### config.mk
export PLATFORM = sky130hd
export DESIGN_NAME = shift_add_multiplier
export DESIGN_NICKNAME = d
export VERILOG_FILES = /design/src/rtl/shift_add_multiplier_pkg.sv /design/src/rtl/shift_add_multiplier_adder.sv /design/src/rtl/shift_add_multiplier.sv
export SDC_FILE = /design/constraint.sdc
export NUM_CORES = 1
export LEC_CHECK = 0
export ABC_CLOCK_PERIOD_IN_PS = 11050
export CORE_AREA = 2 2 65 67
export CTS_BUF_LIST = sky130_fd_sc_hd__clkbuf_8
export CTS_CLUSTER_DIAMETER = 80
export CTS_CLUSTER_SIZE = 10
export DETAILED_ROUTE_END_ITERATION = 6
export DIE_AREA = 0 0 67 69
export GPL_TIMING_DRIVEN = 0
export PLACE_DENSITY_LB_ADDON = 0.2
export SLEW_MARGIN = 20
export SYNTH_ARGS = -nofsm -noshare
export SYNTH_HDL_FRONTEND = slang
export SYNTH_SLANG_ARGS = --single-unit
### constraint.sdc
create_clock -name clk -period 11.05 [get_ports clk]
set_clock_uncertainty 0.15 [all_clocks]
set_input_delay 1.6575 -clock clk [delete_from_list [all_inputs] [get_ports clk]]
set_output_delay 1.6575 -clock clk [all_outputs]
set_load 0.03 [all_outputs]
### src/rtl/shift_add_multiplier_pkg.sv
// Shared definitions for the shift-and-add multiplier: FSM state encodings
// and the width helper for the iteration counter.
package shift_add_multiplier_pkg;

    typedef enum logic [1:0] {
        ST_IDLE = 2'd0,
        ST_RUN  = 2'd1,
        ST_DONE = 2'd2
    } mult_state_t;

    // Counter width: ceil(log2 n) + 1 bits, so the count n-1 always fits
    function automatic int cnt_width(input int n);
        return $clog2(n) + 1;
    endfunction

endpackage

### src/rtl/shift_add_multiplier_adder.sv
// Ripple-carry adder, (n+1) bits wide. The output is one bit wider than the
// operands so the carry out of the top bit is kept in total_sum[n+1].
module shift_add_multiplier_adder #(
    parameter int n = 7
) (
    input  logic [n:0]   a,
    input  logic [n:0]   b,
    input  logic         carry_in,
    output logic [n+1:0] total_sum
);

    logic [n+1:0] carry;
    logic [n:0]   sum_bits;

    // Bit-serial full-adder chain from LSB to MSB
    always_comb begin
        carry    = '0;
        sum_bits = '0;
        carry[0] = carry_in;
        for (int i = 0; i <= n; i++) begin
            sum_bits[i]  = a[i] ^ b[i] ^ carry[i];
            carry[i + 1] = (a[i] & b[i]) | (a[i] & carry[i]) | (b[i] & carry[i]);
        end
    end

    assign total_sum = {carry[n + 1], sum_bits};

endmodule

### src/rtl/shift_add_multiplier.sv
// Multi-cycle unsigned N x N multiplier. One add-and-shift per clock through
// a single ripple-carry adder; registered 2N-bit product and a one-cycle done.
// Handshake: start is sampled only while idle (busy low); once accepted, a/b
// are captured and further start pulses are ignored until busy drops. done is
// high for exactly one cycle, and product is valid from that cycle until the
// next completion.
module shift_add_multiplier
    import shift_add_multiplier_pkg::*;
#(
    parameter int N = 8
) (
    input  logic           clk,
    input  logic           rst,
    input  logic           start,
    input  logic [N-1:0]   a,
    input  logic [N-1:0]   b,
    output logic           busy,
    output logic           done,
    output logic [2*N-1:0] product,
    output logic [1:0]     dbg_state
);

    localparam int CW = cnt_width(N);
    localparam logic [CW-1:0] CNT_LAST = CW'(N - 1);

    mult_state_t    state_q;
    mult_state_t    state_d;
    logic [N-1:0]   mcand;
    logic [N-1:0]   hi;
    logic [N-1:0]   lo;
    logic [CW-1:0]  cnt;
    logic [2*N-1:0] prod_q;
    logic [N-1:0]   add_b;
    logic [N:0]     sum;
    logic           last_step;

    // Partial-product addend: multiplicand when the current multiplier bit is set
    assign add_b     = lo[0] ? mcand : '0;
    assign last_step = (cnt == CNT_LAST);

    shift_add_multiplier_adder #(
        .n (N - 1)
    ) u_adder (
        .a         (hi),
        .b         (add_b),
        .carry_in  (1'b0),
        .total_sum (sum)
    );

    // FSM state register
    always_ff @(posedge clk or posedge rst) begin
        if (rst) begin
            state_q <= ST_IDLE;
        end else begin
            state_q <= state_d;
        end
    end

    // Next-state logic; the unused encoding falls back to idle
    always_comb begin
        state_d = state_q;
        case (state_q)
            ST_IDLE: if (start) state_d = ST_RUN;
            ST_RUN:  if (last_step) state_d = ST_DONE;
            ST_DONE: state_d = ST_IDLE;
            default: state_d = ST_IDLE;
        endcase
    end

    // Datapath: operand capture, add-and-shift, final product capture
    always_ff @(posedge clk or posedge rst) begin
        if (rst) begin
            mcand  <= '0;
            hi     <= '0;
            lo     <= '0;
            cnt    <= '0;
            prod_q <= '0;
        end else begin
            case (state_q)
                ST_IDLE: begin
                    if (start) begin
                        mcand <= a;
                        hi    <= '0;
                        lo    <= b;
                        cnt   <= '0;
                    end
                end
                ST_RUN: begin
                    hi  <= sum[N:1];
                    lo  <= {sum[0], lo[N-1:1]};
                    cnt <= cnt + CW'(1);
                    if (last_step) begin
                        prod_q <= {sum[N:1], sum[0], lo[N-1:1]};
                    end
                end
                default: ;
            endcase
        end
    end

    assign busy      = (state_q == ST_RUN) || (state_q == ST_DONE);
    assign done      = (state_q == ST_DONE);
    assign product   = prod_q;
    assign dbg_state = state_q;

endmodule

==> Word level (Yosys, flattened, before mapping) <==
Cells that the tools add are included.
{ "op_classes": {"addsub": 1, "eq_ne": 5, "mux": 10, "bitwise_logic": 51, "reduce_logical": 7} }
{ "op_table": {"columns": ["op", "n"], "rows": [
  ["case mux 8 bit (2 select lines)", 2],
  ["2-to-1 mux 8 bit", 3],
  ["bitwise AND 1 bit", 22],
  ["XOR 1 bit", 15],
  ["bitwise OR 1 bit", 14],
  ["case mux 4 bit (2 select lines)", 1],
  ["AND reduction 2 bit", 4],
  ["adder 4 x 1 -> 4 bit, second input constant", 1],
  ["equality test 4 x 3 -> 1 bit, second input constant", 1],
  ["2-to-1 mux 2 bit", 2],
  ["2-to-1 mux 4 bit", 1],
  ["inequality test 2 bit, second input constant", 2],
  ["case mux 2 bit (2 select lines)", 1],
  ["equality test 2 x 1 -> 1 bit, second input constant", 1],
  ["equality test 2 bit, second input constant", 1],
  ["zero test 2 bit", 1],
  ["nonzero test 2 bit", 1],
  ["logical OR 1 bit", 1]
]} }
{ "word_totals": {"regBits": 46} }

==> Logic depth before layout (Yosys ltp) <==
Gate-level depths: netlist (run 1).
{ "logic_depth": {"depth_word": 24, "mapped_depth": 14, "mapped_depth_nobuf": 13} }

==> By module <==
Synthesis (run 1) repeated with hierarchy kept, for this count alone.
{ "hier_totals": {"cells_unflattened": 165, "area_unflattened_um2": 2180.8} }
{ "by_module_without_submodules": {"columns": ["mod", "instances", "cells_each", "area_per_inst_um2", "seq_area_each_um2"], "rows": [
  ["shift_add_multiplier", 1, 147, 1983.2, 1151.1],
  ["shift_add_multiplier_adder", 1, 18, 197.7, 0.0]
]} }

==> Worst setup path before layout (run 1) <==
OpenSTA, ideal clock, no wires.
{ "synth_timing": {"path_kind": "flip-flop to flip-flop", "from": "register lo[0]", "to": "register prod_q[14] (netlist: product[14])", "arrival_time_ns": 3.507, "required_ns": 10.769, "slack_ns": 7.262, "stages_incl_launch_ff": 15, "path_buffers": 1, "cell_sequence": "dfrtp_1 clkbuf_1 and2_1 ha_1 inv_1 fa_1 inv_1 fa_1 inv_1 fa_1 fa_1 fa_1 fa_1 fa_1 o21ai_0"} }
{ "synth_via": {"elab_chain_len": 21, "word_cells_on_any_way": 34, "classes_between": "mux: 1; bitwise: 33"} }
{ "synth_lines": {"columns": ["element", "line_no", "text"], "rows": [
  ["from (decl)", "shift_add_multiplier.sv:30", "logic [N-1:0] lo;"],
  ["from (signal assigned)", "shift_add_multiplier.sv:90", "lo <= {sum[0], lo[N-1:1]};"],
  ["2-to-1 mux 8 bit (*)", "shift_add_multiplier.sv:38", "assign add_b = lo[0] ? mcand : '0;"],
  ["bitwise AND 1 bit (2 in a row)", "shift_add_multiplier_adder.sv:22", "carry[i + 1] = (a[i] & b[i]) | (a[i] & carry[i]) | (b[i] & carry[i]);"],
  ["bitwise OR 1 bit (2 in a row)", "shift_add_multiplier_adder.sv:22", null],
  ["bitwise AND 1 bit", "shift_add_multiplier_adder.sv:22", null],
  ["bitwise OR 1 bit (2 in a row)", "shift_add_multiplier_adder.sv:22", null],
  ["bitwise AND 1 bit", "shift_add_multiplier_adder.sv:22", null],
  ["bitwise OR 1 bit (2 in a row)", "shift_add_multiplier_adder.sv:22", null],
  ["bitwise AND 1 bit", "shift_add_multiplier_adder.sv:22", null],
  ["bitwise OR 1 bit (2 in a row)", "shift_add_multiplier_adder.sv:22", null],
  ["bitwise AND 1 bit", "shift_add_multiplier_adder.sv:22", null],
  ["bitwise OR 1 bit (2 in a row)", "shift_add_multiplier_adder.sv:22", null],
  ["bitwise AND 1 bit", "shift_add_multiplier_adder.sv:22", null],
  ["bitwise OR 1 bit (2 in a row)", "shift_add_multiplier_adder.sv:22", null],
  ["XOR 1 bit (*)", "shift_add_multiplier_adder.sv:21", "sum_bits[i] = a[i] ^ b[i] ^ carry[i];"],
  ["to (signal assigned)", "shift_add_multiplier.sv:93", "prod_q <= {sum[N:1], sum[0], lo[N-1:1]};"],
  ["to (decl)", "shift_add_multiplier.sv:32", "logic [2*N-1:0] prod_q;"]
]} }
Every way passes the cells marked *; elsewhere a longest branch is shown, timed or not.
A chain may end at the register's enable or synchronous reset.

==> Worst setup path after layout (run 1) <==
Same ends and word-level chain as after synthesis.

==> flow_summary.ini, run 1 <==
[finish]
area_delta_synth_final_pct = 25.9
ff_latch_area_um2 = 1150
nFillCells = 288
diodes = 0
design_area_um2 = 2730
fin_util_pct = 69.7
drive_gt1_share_pct = 14.6
layout.cells.non_filler = 276
nets = 256
multiInputGateArea_um2 = 906

[sta]
relSlewSlack_pct = 64.5
rsz0062_at_grt = false
fin_crit_sh_pct = 36.8
tns_ns = 0
max_freq_ghz = 0.246
hold_viol = 0
layout_min_cycle_time_ns = 4.07
setup_viol = 0
tightest_slew_ns = 0.532
slew_viol_final = 0

[yosys]
async_reset_ff_share_pct = 100
syn_area_um2 = 2170
synth.most_common_cell = dfrtp_1
ys.flop_type = dfrtp_1
synthesis.instances = 179
synth.area.top_cells = dfrtp_1, fa_1, nand2_1, mux2_2, o21ai_0
netlist.area_leader.share_pct = 53.1
synth_edf_count = 0
syn_avg_cell_area_um2 = 12.1
synthTopCellsByCount = dfrtp_1, nand2_1, o21ai_0
ys_seq_area_share_pct = 53.1
synth.distinct_cells = 26
syn_nets = 210
ys.warnings.count = 0
yosys.area.top_type = dfrtp_1
ys_seq_elements = 46

[placed_design]
place_congestion = 0.770
dp_cells = 268
dpl.hpwl_mm = 3.08
port_buffers = 38
placed_area_um2 = 2640

[status]
status = finished, final reports clean

[die]
die_y_um = 69
die_area_um2 = 4620
coreArea_um2 = 3910
rows = 23
fp.dieW_um = 67
initial_core_util_pct = 55.3
ios = 39

[setup_path]
end_kind = flop
regToRegStartpoint = lo[0]
r2r_cells = 14
start_kind = flop
reg2reg_to = product[14]
worst-setup-path-type = reg -> reg
cp.required_ns = 11.07
crit_fanout = 9
arrival_ns = 4.09
crit_path_start = lo[0]
regToRegSetupSlack_ns = 6.98

[global_route]
grt_use_total_pct = 20.9
grt_max_degree = 25
grt_overflow_total = 0
grt_pass1_wl_mm = 7.27
grt_pass1_vias = 1521
antenna_found_initial = 0

[route]
drc = 0
wirelength_mm = 4.15
viasPerCell = 5.27
wire_per_inst_um = 15.0
num_vias = 1454
ant_nets = 0
firstDrtPassIters = 4
drt-initial-drc-count = 87

[clock_network]
clock_latency_ns = 0.30
max-clock-path-buffers = 2
cts_max_level = 2
post_cts_buffers = 0
clkTransAtPathRegs_ns = 0.08
cts_buffers = 5
cts_tree = built
cts.repair.resized = 0
cts.sinks = 46
cts_root_buf = clkbuf_8
ctsHoldBuffers = 0

[power]
ir_drop_mv = 0.135
totalPowerFinal_mw = 0.726
powerDensity_nw_per_um2 = 266
p_leak_nw = 1.25

[hold_path]
hold_class = reg -> reg
holdPathStages = 2
min_to = product[12]
worstHoldStart = product[12]

[run]
drv_cap = 0
[cell families (layout without fill, tap and decap cells)]
kind of cell	Yosys count	in the layout	share of synthesized area (%)
compound gates	29	29	7.57
simple gates	46	46	10.3
flops	46	46	53.1
mux	26	26	14.6
buf+inv	20	67	5.03
fa+ha+maj	12	12	9.36
[layout make-up]
cell class                      instances  share of cell area, %
Clock buffer                            6                   3.03
Inverter                               13                   1.79
Tap cell                               50                   2.29
Buffer                                  7                   2.20
Timing Repair Buffer                   39                   15.0
Clock inverter                          2                  0.321
Multi-Input combinational cell        113                   33.2
Sequential cell                        46                   42.2
[state kept, by name, summed over array words and instances (netlist names)]
name       count
product       16
hi             8
lo             8
mcand          8
cnt            4
dbg_state      2
[placed cells by master (no fill, tap or decap), types with 2 or more instances in the layout]
| master | instances |
|---|---|
| mux2_4 | 6 |
| clkbuf_1 | 2 |
| nand3b_1 | 3 |
| mux2i_1 | 8 |
| mux2_2 | 11 |
| a32o_1 | 2 |
| nand2_1 | 33 |
| o21ai_1 | 2 |
| fa_1 | 7 |
| dfrtp_1 | 46 |
| clkdlybuf4s50_1 | 38 |
| nand3_1 | 3 |
| o21ai_0 | 21 |
| clkbuf_8 | 6 |
| and2_1 | 2 |
| ha_1 | 5 |
| buf_6 | 4 |
| inv_1 | 13 |
| nand2b_1 | 2 |
[worst max-delay path, cell delays in order (launching register included)]
cell	delay [ns]
dfrtp_1	0.32
clkbuf_1	0.31
and2_1	0.19
ha_1	0.14
inv_1	0.05
fa_1	0.35
inv_1	0.07
fa_1	0.16
inv_1	0.05
fa_1	0.38
fa_1	0.39
fa_1	0.39
fa_1	0.40
fa_1	0.51
o21ai_0	0.09
[where the power goes]
group / internal [mW] / leakage (nW) / switching, mW
combinational: 0.158 / 0.594 / 0.185
sequential: 0.236 / 0.599 / 0.0412
clock: 0.0496 / 0.0524 / 0.0556
[how the worst max path moves through the flow]
stage,to,slack (ns),cells past startpoint
2_1_floorplan,product[14],7.26,14
3_3_place_gp,product[14],7.03,14
3_5_place_dp,product[14],6.98,14
4_1_cts,product[14],6.95,14
5_1_grt,product[14],6.74,14
6_report,product[14],6.98,14
[layer usage]
layer	track usage, %	vias to the layer above	share of wire (%)
met5	0	-	0
met3	5.06	5	3.2
li1	-	694	-
met4	6.58	0	1.3
met1	27.8	733	43
met2	33.4	22	52
[metrics by stage]
step                hold WS (ns)  worst slack, ns
floorplan                  0.299             7.26
global placement           0.317             7.03
detailed placement         0.323             6.98
CTS                        0.342             6.95
global route               0.365             6.74
finish                     0.336             6.98
(Power assumes the default switching activity.)
==> run 2, diff against run 1 <==
- ABC_CLOCK_PERIOD_IN_PS: 11050 -> 3670
- CORE_AREA: 2 2 65 67 -> 2 2 70 72
- DIE_AREA: 0 0 67 69 -> 0 0 72 74
- clock period: 11.05 -> 3.67 ns (I/O delays scaled with it)
==> run 2 against run 1 <==
  * Cell count increased by 1.8%
  * Non-clock buffer count increased by 1
  * Sequential cell count unchanged
  * Sequential power increased to 3.0 times the previous value
  * Critical path depth unchanged
  * Highest routed layer unchanged
==> flow_summary.ini, run 2 (same netlist as run 1, synthesis figures left out) <==
[setup_path]
crit_path_start = lo[0]
worstPathBufferInverterCount = 4
crit_path_end = product[14]
start_kind = flop
crit_fanout = 5
crit_chain = clkbuf_8, and2_4, ha_4, inv_2, fa_2, inv_2, fa_2, inv_2, fa_2, fa_2, fa_2, fa_2, fa_1, o21ai_1
cpPeakStageDelay_ns = 0.51
end_kind = flop
regToRegSetupSlack_ns = 0.06
crit_family = adder cells
slowest_stage = fa_1
cp.required_ns = 3.69
worst-setup-path-type = reg -> reg
regToRegStartpoint = lo[0]
r2r_cells = 14
arrival_ns = 3.63
path_common_cell = fa_2
reg2reg_to = product[14]
worstSetupPathDepth = 14

[die]
initial_core_util_pct = 47.1
fp.dieW_um = 72
ios = 39
die_y_um = 74
coreArea_um2 = 4600
die_area_um2 = 5330
rows = 25

[route]
wire_per_inst_um = 14.2
drc = 0
firstDrtPassIters = 4
num_vias = 1435
wirelength_mm = 4.00
viasPerCell = 5.11
ant_nets = 0
drt-initial-drc-count = 111

[clock_network]
cts_max_level = 2
cts_buffers = 5
clkTransAtPathRegs_ns = 0.09
cts.sinks = 46
ctsHoldBuffers = 0
clock_latency_ns = 0.29
cts_tree = built
max-clock-path-buffers = 2
cts_root_buf = clkbuf_8

[finish]
drive_gt1_share_pct = 20.7
nFillCells = 391
layout_commonest_cell = dfrtp_1
nets = 257
design_area_um2 = 2780
diodes = 0
area_delta_synth_final_pct = 28.2
final_cell_mix = dfrtp_1, clkdlybuf4s50_1, nand2_1
largest_register_ffs = 16

[placed_design]
place_congestion = 0.734
port_buffers = 38
dpl.hpwl_mm = 2.88
placed_area_um2 = 2650

[power]
p_leak_nw = 1.25
totalPowerFinal_mw = 2.22
ir_drop_mv = 0.321
powerDensity_nw_per_um2 = 799

[hold_path]
holdPathStages = 2
hold_class = reg -> reg

[global_route]
grt_pass1_wl_mm = 6.94
grt_overflow_total = 0
grt_use_total_pct = 17.3
grt_max_degree = 35
antenna_found_initial = 0
grt_pass1_vias = 1476

[run]
drv_cap = 0

[sta]
rsz0062_at_grt = true
tightest_slew_ns = 0.351
tns_ns = 0
max_freq_ghz = 0.277
slew_viol_final = 0
hold_viol = 0
relSlewSlack_pct = 76.1
layout_min_cycle_time_ns = 3.61
fin_crit_sh_pct = 98.3
setup_viol = 0

[status]
status = finished, final reports clean
-- run 2: cell count changes in the layout (fill, tap and decap cells not counted), moves of 2 or more --
cell     previous run  this run
inv_2               1         4
fa_2                0         6
inv_1              13        10
o21ai_0            21        18
fa_1                7         1
o21ai_1             2         4
-- run 2: what timing repair did --
item                       CTS  global route
setup endpoints to repair    4             4
gates resized for setup      3            12
pin swaps                    0             1
setup buffers                1             0
-- run 2: worst reg2reg max path: cells and delay by family (launching register included) --
kind / cells / cell delay [ns]
buffers and inverters: 4 / 0.27
AOI/OAI and AO/OA: 1 / 0.07
and+or+nand+nor: 1 / 0.15
DFF: 1 / 0.34
adders and majority gates: 8 / 2.50
-- run 2: routing by layer --
layer  track usage [%]  vias to the layer above  routed length [um]
li1                  -                      692                   -
met2              27.2                       33                1960
met5                 0                        -                   0
met1              23.4                      706                1840
met4              7.13                        0                  59
met3              4.34                        4                 132
-- run 2: area by class of cell --
| class | instances | area [um^2] | share of cell area (%) |
|---|---|---|---|
| inverters | 13 | 48.8 | 1.76 |
| clock buffers | 6 | 82.6 | 2.97 |
| clock inverters | 2 | 8.76 | 0.315 |
| repair buffers | 40 | 408 | 14.7 |
| multi-input cells | 113 | 940 | 33.8 |
| plain buffers | 7 | 70.1 | 2.52 |
| flip-flops and latches | 46 | 1150 | 41.5 |
| well taps | 54 | 67.6 | 2.43 |
-- run 2: worst min-delay path by stage --
stage	from	endpoint	slack, ns
after global placement	product[14]	product[14]	0.32
after CTS	product[14]	product[14]	0.34
after floorplan	hi[6]	hi[6]	0.30
after detailed placement	product[14]	product[14]	0.32
final	product[14]	product[14]	0.34
after global routing	product[9]	product[9]	0.37
-- run 2: stage by stage --
step                setup WS [ns]  hold slack, ns  utilization (%)  cells
floorplan                  0.0291           0.299                -    179
global placement           -0.101           0.317             57.1    271
detailed placement         -0.135           0.322             57.6    272
CTS                       0.00639           0.339             59.9    281
global route              -0.0750           0.372             60.4    281
finish                     0.0609           0.337             60.4    281
-- run 2: where the power goes --
group	internal (mW)	total (mW)	switching [mW]
clock	0.149	0.310	0.161
sequential	0.712	0.838	0.126
combinational	0.508	1.07	0.563
total	1.37	2.22	0.850
==> run 3, diff against run 2 <==
- PLACE_DENSITY: default -> 0.81
- PLACE_DENSITY_LB_ADDON: 0.2 -> default
==> run 3 against run 2 <==
  * Clock power increased by 16%
  * Via count decreased by 0.49%
  * Fmax increased by 1.0%
  * Register-to-register slack improved by 0.04 ns
  * Design area decreased by 0.23%
==> flow_summary.ini, run 3 (same netlist as run 1, synthesis figures left out) <==
[route]
drc = 0
ant_nets = 0
drt-initial-drc-count = 76
wire_per_inst_um = 14.5
num_vias = 1428
viasPerCell = 5.08
firstDrtPassIters = 4
wirelength_mm = 4.09

[finish]
nets = 257
layout_commonest_cell = dfrtp_1
drive_gt1_share_pct = 18.9
area_delta_synth_final_pct = 27.9
fin_util_pct = 60.2
largest_register_ffs = 16
layout.cells.non_filler = 281
diodes = 0
final_cell_mix = dfrtp_1, clkdlybuf4s50_1, nand2_1
design_area_um2 = 2770

[setup_path]
regToRegSetupSlack_ns = 0.1
cp.required_ns = 3.70
worst-setup-path-type = reg -> reg
start_kind = flop
crit_fanout = 3
arrival_ns = 3.60
end_kind = flop

[die]
fp.dieW_um = 72
die_y_um = 74
die_area_um2 = 5330
initial_core_util_pct = 47.1
coreArea_um2 = 4600
ios = 39
rows = 25

[placed_design]
dp_cells = 272
dpl.hpwl_mm = 2.97
place_congestion = 0.790
dp_slack_ns = -0.182
placed_area_um2 = 2650
port_buffers = 38

[clock_network]
cts_root_buf = clkbuf_8
cts_buffers = 5
ctsHoldBuffers = 0
cts.sinks = 46
clkTransAtPathRegs_ns = 0.08
clock_latency_ns = 0.30
cts_max_level = 2
cts_tree = built
max-clock-path-buffers = 2

[global_route]
grt_overflow_total = 0
grt_pass1_vias = 1524
antenna_found_initial = 0
grt_pass1_wl_mm = 7.23
grt_use_total_pct = 17.7
grt_max_degree = 27

[sta]
layout_min_cycle_time_ns = 3.57
setup_ws_ns = 0.0971
setup_viol = 0
slew_viol_final = 0
relSlewSlack_pct = 68.9
hold_viol = 0
fin_crit_sh_pct = 97.4
max_freq_ghz = 0.280
tightest_slew_ns = 0.466
rsz0062_at_grt = true

[power]
powerDensity_nw_per_um2 = 813
ir_drop_mv = 0.427
p_leak_nw = 1.25

[hold_path]
hold_class = reg -> reg

[run]
drv_cap = 0

[status]
status = finished, final reports clean
==> run 3: what timing repair did <==
action,in CTS,in global routing
setup endpoints to repair,4,4
hold endpoints to repair,0,0
cloned,0,0
gates resized for setup,7,1
pin swaps,0,0
buffers inserted,1,1
==> run 3: report_power, final <==
| group | total, mW | switching [mW] | internal [mW] | leakage [nW] |
|---|---|---|---|---|
| registers | 0.840 | 0.128 | 0.712 | 0.599 |
| clock network | 0.360 | 0.170 | 0.190 | 0.0575 |
| logic | 1.05 | 0.560 | 0.490 | 0.597 |
==> run 3: area by class of cell <==
class	instances	area, um^2
fill	371	1830
sequential	46	1150
multi-input combinational	113	921
timing repair buffer	41	415
clock buffer	8	110
tap	54	67.6
buffer	6	56.3
inverter	13	48.8
==> run 3: worst paths after layout <==
| kind | startpoint | to | cells past startpoint |
|---|---|---|---|
| max in group asynchronous | rst | hi[0] | 3 |
| hold reg to reg | hi[4] | hi[4] | 2 |
| setup reg to reg | lo[0] | product[14] | 13 |
| min in group asynchronous | rst | lo[6] | 2 |
| setup / recovery | lo[0] | product[14] | 13 |
| hold / removal | hi[4] | hi[4] | 2 |
==> run 3: metrics by stage <==
step                setup TNS, ns  total power, mW  hold WS [ns]
finish                          0             2.25         0.341
global placement           -0.212             1.85         0.316
detailed placement         -0.498             1.90         0.324
global route              -0.0667             2.42         0.377
CTS                             0             2.27         0.345
floorplan                       0             1.55         0.299
==> run 3: metal layers <==
layer	share of wire (%)	GRT usage [%]
met2	51	30.1
met3	3.0	2.98
met4	1.2	6.29
met5	0	0
met1	45	23.3
==> run 3: worst max-delay path: stages (launching register included) <==
cell	delay, ns
dfrtp_1	0.39
and2_1	0.14
ha_2	0.16
inv_1	0.05
fa_2	0.33
inv_2	0.06
fa_1	0.14
inv_1	0.05
fa_2	0.34
fa_2	0.35
fa_2	0.35
fa_2	0.35
fa_1	0.52
o21ai_1	0.08
